File: config.mk
export PLATFORM = sky130hd
export DESIGN_NAME = uart_rx_byte_flat
export DESIGN_NICKNAME = d
export VERILOG_FILES = /design/src/rtl/uart_pkg.sv /design/src/rtl/uart_rx_byte_if.sv /design/src/rtl/sync_2ff.sv /design/src/rtl/uart_rx_byte.sv /design/src/flat_wrapper.sv
export SDC_FILE = /design/constraint.sdc
export NUM_CORES = 1
export LEC_CHECK = 0
export ABC_AREA = 1
export CAP_MARGIN = 15
export CORE_MARGIN = 1.5
export CORE_UTILIZATION = 54
export CTS_CLUSTER_DIAMETER = 120
export CTS_CLUSTER_SIZE = 40
export DETAILED_ROUTE_END_ITERATION = 10
export PLACE_DENSITY_LB_ADDON = 0.12
export SKIP_CTS_REPAIR_TIMING = 1
export SYNTH_ARGS = -nofsm -noshare
export SYNTH_HDL_FRONTEND = slang
export SYNTH_HIERARCHICAL = 1
export SYNTH_SLANG_ARGS = --single-unit
File: constraint.sdc
create_clock -name sysclk -period 1.67 [get_ports sysclk]
set_clock_uncertainty 0.05 [all_clocks]
set_input_delay 0.334 -clock sysclk [delete_from_list [all_inputs] [get_ports sysclk]]
set_output_delay 0.334 -clock sysclk [all_outputs]
set_load 0.01 [all_outputs]
File: src/rtl/uart_pkg.sv
// Shared UART definitions.
// Holds the receiver state encoding and the default frame timing used by the
// receiver, the transmitter and their benches.
package uart_pkg;

  // 12.5 MHz system clock at 9600 baud.
  localparam int DEF_CLKS_PER_BIT = 1302;
  localparam int DEF_DATA_BITS    = 8;

  typedef enum logic [2:0] {
    IDLE,
    START,
    DATA,
    STOP,
    WAIT_HIGH
  } rx_state_e;

endpackage

File: src/rtl/uart_rx_byte_if.sv
// Byte stream carrying received bytes from the UART receiver to its consumer.
//   m_data  : received byte, stable while m_valid is high
//   m_valid : a byte is held and available
//   m_ready : consumer takes the byte when m_valid && m_ready
// master = byte producer (receiver), slave = byte consumer.
interface uart_rx_byte_if #(
  parameter int DATA_BITS = 8
) ();

  logic [DATA_BITS-1:0] m_data;
  logic                 m_valid;
  logic                 m_ready;

  modport master (
    output m_data,
    output m_valid,
    input  m_ready
  );

  modport slave (
    input  m_data,
    input  m_valid,
    output m_ready
  );

endinterface

File: src/rtl/sync_2ff.sv
// Two-flop synchronizer for a single asynchronous input.
//   clk_i  : destination clock
//   rst_ni : asynchronous active-low reset, both flops load RESET_VAL
//   d_i    : asynchronous input
//   q_o    : synchronized output, two clk_i cycles of latency
module sync_2ff #(
  parameter logic RESET_VAL = 1'b1
) (
  input  logic clk_i,
  input  logic rst_ni,
  input  logic d_i,
  output logic q_o
);

  logic meta_q;
  logic sync_q;

  always_ff @(posedge clk_i or negedge rst_ni) begin
    if (!rst_ni) begin
      meta_q <= RESET_VAL;
      sync_q <= RESET_VAL;
    end else begin
      meta_q <= d_i;
      sync_q <= meta_q;
    end
  end

  assign q_o = sync_q;

endmodule

File: src/rtl/uart_rx_byte.sv
// UART 8N1 receiver front end with a one-entry valid/ready holding register.
//   sysclk      : system clock, rising edge
//   rst_n       : asynchronous active-low reset
//   uart_txd_in : serial line, idle high, asynchronous to sysclk
//   m           : received byte stream (master side)
//   frame_err   : one-cycle pulse, stop bit sampled low
//   overrun     : one-cycle pulse, byte completed while the holding register
//                 was full and not draining; that byte is dropped
//   busy        : receiver is not idle
module uart_rx_byte
  import uart_pkg::*;
#(
  parameter int CLKS_PER_BIT = DEF_CLKS_PER_BIT,
  parameter int DATA_BITS    = DEF_DATA_BITS
) (
  input  logic           sysclk,
  input  logic           rst_n,
  input  logic           uart_txd_in,
  uart_rx_byte_if.master m,
  output logic           frame_err,
  output logic           overrun,
  output logic           busy
);

  localparam int CW = $clog2(CLKS_PER_BIT);
  localparam int BW = $clog2(DATA_BITS + 1);
  localparam logic [CW-1:0] CNT_LAST  = CW'(CLKS_PER_BIT - 1);
  localparam logic [CW-1:0] HALF_LAST = CW'(CLKS_PER_BIT / 2 - 1);
  localparam logic [BW-1:0] BIT_LAST  = BW'(DATA_BITS - 1);

  logic                 rxs;
  rx_state_e            state_q, state_d;
  logic [CW-1:0]        clk_cnt_q, clk_cnt_d;
  logic [BW-1:0]        bit_cnt_q, bit_cnt_d;
  logic [DATA_BITS-1:0] shift_q, shift_d;
  logic                 load_pend_q, load_pend_d;
  logic                 frame_err_q, frame_err_d;
  logic                 overrun_q, overrun_d;
  logic [DATA_BITS-1:0] m_data_q, m_data_d;
  logic                 m_valid_q, m_valid_d;

  // Idle-high line, so the synchronizer resets to 1 and a reset alone
  // never looks like a start bit.
  sync_2ff #(.RESET_VAL(1'b1)) u_sync_rx (
    .clk_i  (sysclk),
    .rst_ni (rst_n),
    .d_i    (uart_txd_in),
    .q_o    (rxs)
  );

  always_ff @(posedge sysclk or negedge rst_n) begin
    if (!rst_n) begin
      state_q     <= IDLE;
      clk_cnt_q   <= '0;
      bit_cnt_q   <= '0;
      shift_q     <= '0;
      load_pend_q <= 1'b0;
      frame_err_q <= 1'b0;
      overrun_q   <= 1'b0;
      m_data_q    <= '0;
      m_valid_q   <= 1'b0;
    end else begin
      state_q     <= state_d;
      clk_cnt_q   <= clk_cnt_d;
      bit_cnt_q   <= bit_cnt_d;
      shift_q     <= shift_d;
      load_pend_q <= load_pend_d;
      frame_err_q <= frame_err_d;
      overrun_q   <= overrun_d;
      m_data_q    <= m_data_d;
      m_valid_q   <= m_valid_d;
    end
  end

  always_comb begin
    state_d     = state_q;
    clk_cnt_d   = clk_cnt_q;
    bit_cnt_d   = bit_cnt_q;
    shift_d     = shift_q;
    load_pend_d = 1'b0;
    frame_err_d = 1'b0;
    overrun_d   = 1'b0;
    m_data_d    = m_data_q;
    m_valid_d   = m_valid_q;

    case (state_q)
      IDLE: begin
        if (!rxs) begin
          state_d   = START;
          clk_cnt_d = '0;
        end
      end
      // Re-check the start bit half a bit later; a short glitch is dropped.
      START: begin
        if (clk_cnt_q == HALF_LAST) begin
          clk_cnt_d = '0;
          bit_cnt_d = '0;
          state_d   = rxs ? IDLE : DATA;
        end else begin
          clk_cnt_d = clk_cnt_q + 1'b1;
        end
      end
      // Shifting in from the top leaves the first (LSB) bit at bit 0.
      DATA: begin
        if (clk_cnt_q == CNT_LAST) begin
          clk_cnt_d = '0;
          shift_d   = {rxs, shift_q[DATA_BITS-1:1]};
          bit_cnt_d = bit_cnt_q + 1'b1;
          if (bit_cnt_q == BIT_LAST) begin
            state_d = STOP;
          end
        end else begin
          clk_cnt_d = clk_cnt_q + 1'b1;
        end
      end
      STOP: begin
        if (clk_cnt_q == CNT_LAST) begin
          clk_cnt_d = '0;
          if (rxs) begin
            load_pend_d = 1'b1;
            state_d     = IDLE;
          end else begin
            frame_err_d = 1'b1;
            state_d     = WAIT_HIGH;
          end
        end else begin
          clk_cnt_d = clk_cnt_q + 1'b1;
        end
      end
      // A stuck-low line must return high before another start is accepted.
      WAIT_HIGH: begin
        if (rxs) begin
          state_d = IDLE;
        end
      end
      default: state_d = IDLE;
    endcase

    // Holding register: a drain and a load in the same cycle keep m_valid
    // set with the new byte; a load into a full, stalled register is dropped.
    if (m_valid_q && m.m_ready) begin
      m_valid_d = 1'b0;
    end
    if (load_pend_q) begin
      if (!m_valid_q || m.m_ready) begin
        m_data_d  = shift_q;
        m_valid_d = 1'b1;
      end else begin
        overrun_d = 1'b1;
      end
    end
  end

  assign m.m_data  = m_data_q;
  assign m.m_valid = m_valid_q;
  assign frame_err = frame_err_q;
  assign overrun   = overrun_q;
  assign busy      = (state_q != IDLE);

endmodule

File: src/flat_wrapper.sv
// flat-port wrapper written by rule: the top's interface ports become plain ports
module uart_rx_byte_flat import uart_pkg::*;
#(
  parameter int CLKS_PER_BIT = DEF_CLKS_PER_BIT,
  parameter int DATA_BITS    = DEF_DATA_BITS
)
  (sysclk, rst_n, uart_txd_in, frame_err, overrun, busy, m_m_data, m_m_valid, m_m_ready);
  uart_rx_byte_if #(.DATA_BITS(DATA_BITS)) m_i ();
  input  logic sysclk;
  input  logic rst_n;
  input  logic uart_txd_in;
  output logic frame_err;
  output logic overrun;
  output logic busy;
  output wire logic [$bits(m_i.m_data)-1:0] m_m_data;
  output wire logic [$bits(m_i.m_valid)-1:0] m_m_valid;
  input wire logic [$bits(m_i.m_ready)-1:0] m_m_ready;
  assign m_m_data = m_i.m_data;
  assign m_m_valid = m_i.m_valid;
  assign m_i.m_ready = m_m_ready;
  uart_rx_byte #(.CLKS_PER_BIT(CLKS_PER_BIT), .DATA_BITS(DATA_BITS)) u_core (.sysclk(sysclk), .rst_n(rst_n), .uart_txd_in(uart_txd_in), .m(m_i), .frame_err(frame_err), .overrun(overrun), .busy(busy));
endmodule
---- Word level (Yosys, flattened, before mapping) ----
Index checks and enable logic that the tools add are counted.
word-level totals
  flip-flop bits (word level) ............. 40
  input port bits ......................... 4
  output and inout bits ................... 12
operators by class
  add/subtract/negate cells ............... 2
  equal/unequal tests ..................... 13
  muxes and demuxes ....................... 27
  reduce and logical (&&, ||, !) cells .... 13
operator list
  cell                                             number
  2-to-1 mux 11 bit                                3
  case mux 11 bit (3 select lines)                 1
  2-to-1 mux 3 bit                                 7
  case mux 3 bit (5 select lines)                  1
  adder 11 x 1 -> 11 bit, second input constant    1
  == test 11 x 10 -> 1 bit, second input constant  1
  == test 11 bit, second input constant            1
  2-to-1 mux 1 bit                                 11
  2-to-1 mux 4 bit                                 2
  != test 2 x 1 -> 1 bit, second input constant    4
  case mux 4 bit (2 select lines)                  1
  == test 3 x 2 -> 1 bit, second input constant    2
  AND reduction 2 bit                              3
  AND reduction 6 bit                              1
  nonzero test 3 bit                               2
  adder 4 x 1 -> 4 bit, second input constant      1
  == test 4 x 3 -> 1 bit, second input constant    1
  != test 2 bit, second input constant             2
  == test 3 x 1 -> 1 bit, second input constant    1
  == test 3 bit, second input constant             1
  logical NOT 3 bit                                1
  AND reduction 3 bit                              1
  2-to-1 mux 2 bit                                 1
  nonzero test 2 bit                               1
  other kinds (4)                                  4

---- Longest topological paths before layout ----
  depth after elaboration ................. 4
  mapped depth ............................ 9
  gate-level depth less buffers ........... 9

---- Hierarchy ----
The synthesis kept the hierarchy.
by module, submodules not included
  module        times used  cells an instance  area an instance (sq um)  sequential area each (sq um)
  uart_rx_byte  1           248                2,093.3                   950.9
  sync_2ff      1           2                  52.6                      52.6

---- Worst setup path before layout ----
OpenSTA, ideal clock, no wires.
  path kind ............................... reg2reg
  start ................................... register u_core.clk_cnt_q[0]
  end ..................................... register u_core.clk_cnt_q[2]
  library setup time ...................... 0.120 ns
  arrival ................................. 1.255 ns
  required time ........................... 1.500 ns
  slack ................................... 0.246 ns
  cell stages (with the launch flop) ...... 9
  buffers on the path ..................... 0
  period minus slack after synthesis ...... 1.424 ns
  cell sequence ........................... dfrtp_1 -> inv_1 -> ha_1 -> nand3_1 -> nand3b_2 -> nand2_4 -> nand2_4 -> nor2_4 -> nor2_1
between the ends
  cells in the longest elaborated chain, start to end .. 3
  elaborated cells on any way between the ends .. 6
  classes of those cells .................. 1 x add/sub; 2 x eq/ne; 3 x mux
RTL lines
  element                                               line                                                           source
  start, declared                                       uart_rx_byte.sv:33                                             logic [CW-1:0] clk_cnt_q, clk_cnt_d;
  start signal, assigned                                uart_rx_byte.sv:64                                             clk_cnt_q <= clk_cnt_d;
  adder 11 x 1 -> 11 bit, or another cell as far along  uart_rx_byte.sv:100, uart_rx_byte.sv:113, uart_rx_byte.sv:127
  2-to-1 mux 11 bit (on tied branches)                  uart_rx_byte.sv:105, uart_rx_byte.sv:117, uart_rx_byte.sv:95
  case mux 11 bit (3 select lines) (*)                  uart_rx_byte.sv:86                                             case (state_q)
Mark *: on every way between the ends. The rest lies on a longest branch, timed or not.
A chain may end at the register's enable or synchronous reset.

---- Final worst setup path ----
  start ................................... register u_core.m_data_q[5], in the netlist u_core/m.m_data[5]
  end ..................................... output m_m_data[5]
RTL lines
  element                 line                source
  start, declared         uart_rx_byte.sv:39  logic [DATA_BITS-1:0] m_data_q, m_data_d;
  start signal, assigned  uart_rx_byte.sv:70  m_data_q <= m_data_d;
  end, declared           flat_wrapper.sv:15  output wire logic [$bits(m_i.m_data)-1:0] m_m_data;
No word-level cell between the ends.

==> results.toml <==
[routing]
drt-total-wl_um = 4000
ant_nets = 0
route.vias.total = 1686
wire_per_inst_um = 12.2
drc = 0
vias_per_cell = 5.16
drt_iter0_drc = 157
dr.pass1.iters = 4

[logic_synthesis]
syn_area_mm2 = 0.00215
syn_nets = 258
ys_seq_area_frac = 0.468
ys_warn_count = 6
syn_inst = 250
yosysTopAreaCell = "dfrtp_1"
avgSynthCellArea_um2 = 8.58
yosysUniqueCellTypes = 33
synth_area_leaders = "dfrtp_1 44%, nand2_1 12%, inv_1 4.9%, nand3_1 4.4%, o21ai_2 3.3%"
synth_top_area_frac = 0.443
ys_ff_latch = 40

[status]
status = "completed"

[floorplanning]
row_count = 22
initial_core_util = 0.573
die_w_um = 66.0
die-area_mm2 = 0.00436
ios = 16
coreArea_mm2 = 0.00374
dieHeight_um = 66.0

[cells_and_area]
postLayoutCoreUtil = 0.680
antennaDiodeCount = 0
drive_above_1_share = 0.197
instances_no_fill = 327
syn_to_final_growth_pct = 18.7
nets = 286

[worst_setup_path]
cpLargestDelayFamily = "buffers and inverters"
critPathArrivalTime_ns = 1.18
cp.required_ns = 1.29
r2r-start = "u_core/clk_cnt_q[0]"
crit_path_end_kind = "primary output"
cp-startpoint = "u_core/m.m_data[5]"
path_cells = "clkdlybuf4s50_1"
critical_path.max_stage_delay_ns = 0.54
crit_buf_inv = 1
crit_type = "register to primary output"
worst_path_max_delay_cell = "clkdlybuf4s50_1"
path_max_fanout = 2
cp-start-kind = "register"

[timing]
fmax_mhz = 638
finalHoldViolCount = 0
period_share = 0.938
slew-limit-headroom = 0.690
rsz0062_at_grt = "false"
finalSetupViolations = 0
hold_slack_ns = 0.306
fin_crit_ns = 1.57
worstMarginPinSlew_ns = 0.464
maxSlewViolCount = 0

[clocking]
clock_latency_ns = 0.30
cts_buffer_depth = 2
clkTransAtPathRegs_ns = 0.07
root_buffer = "clkbuf_8"
htreeDepth = 2
cts_tree = "yes"
cts_buffers = 5
clock-sinks = 40

[power_and_ir_drop]
leakage_nw = 1.23
p_per_area_mw_per_mm2 = 700
total_power_mw = 1.78
irDropWorstVdd_v = 0.000447

[global_routing]
antenna_found_initial = 0
grt.total_usage = 0.221
grt_pass1_wl_um = 7310
grt_max_degree = 26
grt_pass1_vias = 1651
grt_overflow = 0

[place]
gp_congestion = 0.961
hpwl_um = 2980
dp_cells = 317
io_buffers = 15

[min_path]
hold_class = "register to register"
hold_start = "u_core/u_sync_rx/meta_q"

[job]
maxCapViolCount = 0
-- routing by layer --
layer  track usage  share of wire  wire [um]  vias to the layer above
li1              -              -          -                      852
met1         0.294           0.45       1820                      789
met2         0.352           0.48       1910                       38
met3        0.0528          0.051        205                        7
met4        0.0842          0.017         69                        0
met5             0              0          0                        -
-- flip-flops by register name, indices dropped and copies added (netlist names) --
signal	flops
u_core/clk_cnt_q	11
u_core/m.m_data	8
u_core/shift_q	8
u_core/bit_cnt_q	4
u_core/state_q	3
u_core/frame_err	1
u_core/load_pend_q	1
u_core/m.m_valid	1
u_core/overrun	1
u_core/u_sync_rx/meta_q	1
u_core/u_sync_rx/q_o	1
-- cell type report --
type | instances | area (um2)
Clock buffer | 6 | 72.6
Tap cell | 48 | 60.1
Timing Repair Buffer | 25 | 250
Inverter | 33 | 126
Sequential cell | 40 | 1000
Fill cell | 304 | 1200
Clock inverter | 2 | 35.0
Multi-Input combinational cell | 173 | 1000
-- cell usage in the layout, fill, tap and decap left out, types with 2 or more instances in the layout --
cell type	n
nor2_4	6
nand2_4	4
o21ai_2	8
inv_1	28
clkbuf_8	5
nand3_1	19
nor4_1	2
nor2_2	2
xor2_1	6
dfstp_2	2
clkdlybuf4s50_1	13
buf_4	7
dfrtp_1	38
nor2_1	15
nand2_2	4
nand4_1	10
buf_12	2
ha_1	4
nand2_1	68
nor3_1	4
nor3_2	2
inv_2	4
o21ai_0	10
-- final timing paths --
kind / depth (start not counted) / endpoint / slack, ns
worst min register to register: 0 / u_core/u_sync_rx/q_o / 0.31
worst max-delay path: 1 / m_m_data[5] / 0.10
worst max register to register: 6 / u_core/clk_cnt_q[7] / 0.11
worst min-delay path: 0 / u_core/u_sync_rx/q_o / 0.31
min in group asynchronous: 2 / u_core/clk_cnt_q[6] / 0.44
max in group asynchronous: 3 / u_core/bit_cnt_q[0] / 0.68
-- cells in the mapped netlist --
| cell | count |
|---|---|
| nor2_1 | 15 |
| nand2_4 | 4 |
| nand3_1 | 19 |
| nand3_2 | 1 |
| nand3b_1 | 1 |
| buf_6 | 1 |
| nand4_1 | 10 |
| buf_8 | 1 |
| dfrtp_1 | 38 |
| nor2_2 | 3 |
| o211ai_1 | 1 |
| a21oi_4 | 1 |
| nor3_2 | 1 |
| o21ai_0 | 10 |
| nand2_1 | 68 |
| clkbuf_2 | 1 |
| inv_1 | 28 |
| o21ai_2 | 8 |
| dfstp_2 | 2 |
| nor3_1 | 5 |
| nor4_1 | 2 |
| nand2_2 | 4 |
| inv_2 | 4 |
| clkbuf_1 | 1 |
| o31ai_1 | 1 |
| nand3_4 | 1 |
| nand3b_2 | 1 |
| inv_4 | 1 |
| nor3b_1 | 1 |
| xor2_1 | 6 |
| ha_1 | 4 |
| nor2_4 | 5 |
| mux2_2 | 1 |
-- power by group --
part           internal (mW)  switching, mW
sequential             0.972        0.00306
clock                  0.443          0.332
combinational         0.0117         0.0215
-- logic make-up (layout without fill, tap and decap cells) --
logic type                 Yosys count  count (layout)  share of synthesized area
and+or+nand+nor                    141             141                      0.334
adders and majority gates            4               4                     0.0233
buffers and inverters               37              66                     0.0752
muxes                                1               1                    0.00525
AOI/OAI and AO/OA                   21              21                     0.0706
xor gates and xnor gates             6               6                     0.0245
DFF                                 40              40                      0.468
-- metrics by stage --
step           setup slack (ns)  setup TNS (ns)  cell area [um2]
6_report                  0.103               0             2550
5_1_grt                 0.00489               0             2550
4_1_cts                  -0.174          -0.174             2510
3_5_place_dp              0.113               0             2400
3_3_place_gp              0.142               0             2400
2_1_floorplan             0.246               0             2150
(Power assumes the default switching activity.)
